===== src/rtl/pu_msp430_per_arb_pkg.sv =====
// Shared types for the two-master peripheral bus arbiter.
// State encoding, arbitration modes and the master index type.
package pu_msp430_per_arb_pkg;

    typedef enum logic [1:0] {
        IDLE = 2'd0,
        BUS  = 2'd1,
        ACK  = 2'd2
    } arb_state_e;

    localparam int ARB_RR    = 0;
    localparam int ARB_FIXED = 1;

    typedef logic midx_t;

endpackage


===== src/rtl/pu_msp430_rr_arbiter2.sv =====
// Two-way winner select: round-robin on last grant or fixed priority.
// Masked requesters never win, so a just-served master yields.
module pu_msp430_rr_arbiter2
    import pu_msp430_per_arb_pkg::*;
(
    input  logic [1:0] req_i,
    input  midx_t      last_gnt_i,
    input  logic       mode_i,
    input  logic [1:0] excl_i,
    output logic       valid_o,
    output midx_t      winner_o
);

    logic [1:0] eff;

    assign eff     = req_i & ~excl_i;
    assign valid_o = |eff;

    always_comb begin
        winner_o = eff[1];
        if (&eff) begin
            winner_o = mode_i ? 1'b0 : ~last_gnt_i;
        end
    end

endmodule


===== src/rtl/pu_msp430_per_arbiter.sv =====
// Shares the peripheral register bus between two masters,
// one single-cycle access at a time with a registered ack.
module pu_msp430_per_arbiter
    import pu_msp430_per_arb_pkg::*;
#(
    parameter int ARB_MODE = ARB_RR
) (
    input  logic        mclk,
    input  logic        puc_rst,
    input  logic        m0_req,
    input  logic [13:0] m0_addr,
    input  logic [15:0] m0_din,
    input  logic [1:0]  m0_we,
    output logic        m0_ack,
    output logic [15:0] m0_dout,
    input  logic        m1_req,
    input  logic [13:0] m1_addr,
    input  logic [15:0] m1_din,
    input  logic [1:0]  m1_we,
    output logic        m1_ack,
    output logic [15:0] m1_dout,
    output logic        per_en,
    output logic [13:0] per_addr,
    output logic [15:0] per_din,
    output logic [1:0]  per_we,
    input  logic [15:0] per_dout
);

    arb_state_e  state_q, state_d;
    midx_t       gnt_q, gnt_d;
    midx_t       last_gnt_q, last_gnt_d;
    logic [15:0] rdata_q, rdata_d;

    logic        arb_valid;
    midx_t       arb_winner;
    logic [1:0]  excl;
    logic [13:0] sel_addr;
    logic [15:0] sel_din;
    logic [1:0]  sel_we;

    // The master being acked may not win again in its own ACK cycle.
    assign excl = (state_q != ACK) ? 2'b00 :
                  (gnt_q ? 2'b10 : 2'b01);

    pu_msp430_rr_arbiter2 u_sel (
        .req_i      ({m1_req, m0_req}),
        .last_gnt_i (last_gnt_q),
        .mode_i     (ARB_MODE == ARB_FIXED),
        .excl_i     (excl),
        .valid_o    (arb_valid),
        .winner_o   (arb_winner)
    );

    assign sel_addr = gnt_q ? m1_addr : m0_addr;
    assign sel_din  = gnt_q ? m1_din  : m0_din;
    assign sel_we   = gnt_q ? m1_we   : m0_we;

    assign per_en   = (state_q == BUS);
    assign per_addr = per_en ? sel_addr : 14'h0000;
    assign per_din  = per_en ? sel_din  : 16'h0000;
    assign per_we   = per_en ? sel_we   : 2'b00;

    assign m0_ack  = (state_q == ACK) && !gnt_q;
    assign m1_ack  = (state_q == ACK) &&  gnt_q;
    assign m0_dout = m0_ack ? rdata_q : 16'h0000;
    assign m1_dout = m1_ack ? rdata_q : 16'h0000;

    always_comb begin
        state_d    = state_q;
        gnt_d      = gnt_q;
        last_gnt_d = last_gnt_q;
        rdata_d    = rdata_q;
        unique case (state_q)
            IDLE: begin
                if (arb_valid) begin
                    gnt_d      = arb_winner;
                    last_gnt_d = arb_winner;
                    state_d    = BUS;
                end
            end
            BUS: begin
                rdata_d = (sel_we == 2'b00) ? per_dout : 16'h0000;
                state_d = ACK;
            end
            ACK: begin
                if (arb_valid) begin
                    gnt_d      = arb_winner;
                    last_gnt_d = arb_winner;
                    state_d    = BUS;
                end else begin
                    state_d = IDLE;
                end
            end
            default: state_d = IDLE;
        endcase
    end

    always_ff @(posedge mclk) begin
        if (puc_rst) begin
            state_q    <= IDLE;
            gnt_q      <= 1'b0;
            last_gnt_q <= 1'b1;
            rdata_q    <= 16'h0000;
        end else begin
            state_q    <= state_d;
            gnt_q      <= gnt_d;
            last_gnt_q <= last_gnt_d;
            rdata_q    <= rdata_d;
        end
    end

endmodule


===== config.mk =====
export PLATFORM = sky130hd
export DESIGN_NAME = pu_msp430_per_arbiter
export DESIGN_NICKNAME = d
export VERILOG_FILES = /design/src/rtl/pu_msp430_per_arb_pkg.sv /design/src/rtl/pu_msp430_rr_arbiter2.sv /design/src/rtl/pu_msp430_per_arbiter.sv
export SDC_FILE = /design/constraint.sdc
export NUM_CORES = 1
export LEC_CHECK = 0
export BUFFER_PORTS_ARGS = -buffer_cell sky130_fd_sc_hd__buf_2
export CAP_MARGIN = 20
export CORE_MARGIN = 5
export CORE_UTILIZATION = 38
export DETAILED_ROUTE_END_ITERATION = 10
export GPL_ROUTABILITY_DRIVEN = 1
export PLACE_DENSITY = 0.79
export RECOVER_POWER = 25
export SYNTH_ARGS = -nofsm -noshare
export SYNTH_HDL_FRONTEND = slang
export SYNTH_HIERARCHICAL = 1
export SYNTH_SLANG_ARGS = --single-unit
export TNS_END_PERCENT = 1

===== constraint.sdc =====
create_clock -name mclk -period 2.1 [get_ports mclk]
set_input_delay 0.42 -clock mclk [delete_from_list [all_inputs] [get_ports mclk]]
set_output_delay 0.42 -clock mclk [all_outputs]
set_load 0.02 [all_outputs]

==> run metrics <==
Top delay family on crit path=simple AND/OR/NAND/NOR gates; Mapped Cells=205; outcome=finished clean; via count=1,851; Max Cap Violations=0; final wirelength=5.29 mm; later-pin clock latency in the skew report=0.26 ns; Leakage=1.34 nW; Multi-input gate area=1050 µm²; Worst Path Max Fanout=19; Tightest Hold Check Type=in -> reg; Slew Limit Fails=0; HPWL after DPL=4.16 mm; worst clock skew=0.00492 ns; Die H=76.4 µm; number of port buffers=150; synth warn=6; slowest stage delay, CP=0.56 ns; final setup vio count=0; most common cell in the netlist=nor2_1; crit path kind=reg -> out; vias in the first global route=1,832; GRT overflow=0; Fmax=503 MHz; crit end category=primary output; cell taking the most area after synthesis=dfxtp_1; final-layout fill cell count=425; vias per cell=4.69; final core occ=0.565; setup repair after global routing missed its margin=false; top cells by count, synth=nor2_1 (35), and2_1 (32), mux2i_1 (32); global-route wire length before repair=8.51 mm; Inserted Clock Buffers=3; share of cells above drive strength 1=0.484; share of the synthesized area in the top cell type=0.239; final hold viol count=0; worst slew pin tran=0.629 ns; clock-pin slew on the worst setup and hold paths=0.07 ns; # IOs=151; Die Area=5840 µm²; Max H-tree Level=1; pin count of the biggest net entering global routing=39; remaining antenna violation count after routing=0; post-synthesis register bit count=20; Cell Area, Placed=2420 µm²; mean post-synth cell area=8.17 µm²; row cnt=24; antenna violations before repair=0; Slew HR=0.580; Critical Path Slowest Stage Cell=nor3b_4; hold_buf cts=0; remaining routing DRC violations=0; non-filler cells, final=395; Total Routing Usage GR=0.170; Net Count, Synth=289; VDD IR max=0.000391 V; CP required=1.68 ns; total negative setup slack=0 ns; P per Cell Area=466 nW/µm²; DIE WIDTH=76.4 µm; Starting DRT DRC Count=62; CTS Buffer Depth=2; wire per inst=13.4 µm; data arrival time of the worst path=1.57 ns; first-pass detailed-route iteration total=4; synth unique cells=23; period utilization=0.947; RePlAce Congestion=0.882; FF+latch area=404 µm²; Final nets=428; Synth Flop Type=dfxtp_1; worst-path cell chain=nor3b_4, and2_1, buf_2; register area share after synthesis=0.239; P&R area growth vs syn=45.9%; Worst Path Buf+Inv=1; Post-Place Cells=391; diode count=0; final instance area=2440 µm²; clk root buf=clkbuf_8; Final min period=1.99 ns; Initial Util=0.387; dominant cells by area after synthesis=dfxtp_1 (24%), mux2i_1 (19%), and2_1 (12%), o41ai_2 (9.7%), nor2_1 (7.8%); CTS tree=built; CTS Sinks=20; EDFF count, synth=0; Core ar.=4320 µm²; Post-Syn Area=1680 µm²; Post-synth ARST share=0; CP Launch Type=flop
stage by stage:
step	setup slack, ns	total power [mW]	hold WS [ns]
finish	0.112	1.14	0.408
global placement	0.385	0.770	0.446
floorplan	0.493	0.641	0.430
global route	0.0107	1.20	0.414
CTS	0.0729	1.16	0.403
detailed placement	0.372	0.778	0.466
final timing paths:
kind / startpoint / endpoint / slack (ns) / cells past startpoint
max reg2reg: state_q[0] / gnt_q / 0.45 / 6
min reg2reg: last_gnt_q / last_gnt_q / 0.48 / 2
min: per_dout[6] / rdata_q[6] / 0.41 / 3
max: gnt_q / m0_dout[13] / 0.11 / 3
sequential cells by signal, summed over array words and instances (netlist names):
| signal | cells |
|---|---|
| last_gnt_q | 1 |
| rdata_q | 16 |
| gnt_q | 1 |
| state_q | 2 |
cells by family (layout without fill, tap and decap cells):
group,count (synthesis),in the layout,synth area share
compound gates,21,21,0.146
buf+inv,38,176,0.105
flops,20,20,0.239
mux,32,32,0.191
other cells,1,1,0.00224
simple gates,93,93,0.316
power breakdown:
group	switching [mW]	internal [mW]	leakage (nW)
logic	0.203	0.152	1.14
clock network	0.123	0.254	0.0357
registers	0.0121	0.394	0.164
total	0.339	0.800	1.34
metal layers:
| metal | up-vias | wire length (µm) | global-route usage |
|---|---|---|---|
| met5 | - | 0 | 0 |
| met4 | 0 | 27 | 0.0420 |
| met3 | 2 | 329 | 0.0496 |
| met2 | 55 | 2800 | 0.309 |
| met1 | 829 | 2130 | 0.194 |
| li1 | 965 | - | - |
cells in the final DEF, fill, tap and decap left out, drive strengths merged:
| cell | netlist | routed |
|---|---|---|
| buf | 15 | 150 |
| nor2 | 35 | 35 |
| and2 | 32 | 32 |
| mux2i | 32 | 32 |
| dfxtp | 20 | 20 |
| inv | 19 | 19 |
| nand3b | 17 | 17 |
| o41ai | 16 | 16 |
| clkbuf | 4 | 6 |
| nand2b | 3 | 3 |
| a21oi | 3 | 3 |
| nand2 | 2 | 2 |
| and3b | 1 | 1 |
| nor3b | 1 | 1 |
| nor3 | 1 | 1 |
| bufinv | 0 | 1 |
| o21ai | 1 | 1 |
| or2 | 1 | 1 |
| conb | 1 | 1 |
| a31oi | 1 | 1 |
tightest hold or removal path, stage by stage:
cell	delay (ns)
buf_2	0.09
inv_1	0.04
o41ai_1	0.06
area by class of cell:
cell class	count	share of cell area
Inverter	19	0.0292
Clock inverter	1	0.0123
Timing Repair Buffer	153	0.319
Multi-Input combinational cell	147	0.431
Sequential cell	20	0.165
Tap cell	52	0.0266
Clock buffer	3	0.0169
what timing repair did:
action	in CTS	in global routing
setup buffers	0	0
gates resized for setup	0	3
setup endpoints to repair	0	23
hold endpoints to repair	0	0
Note: power is estimated with default switching activity, not from simulation.
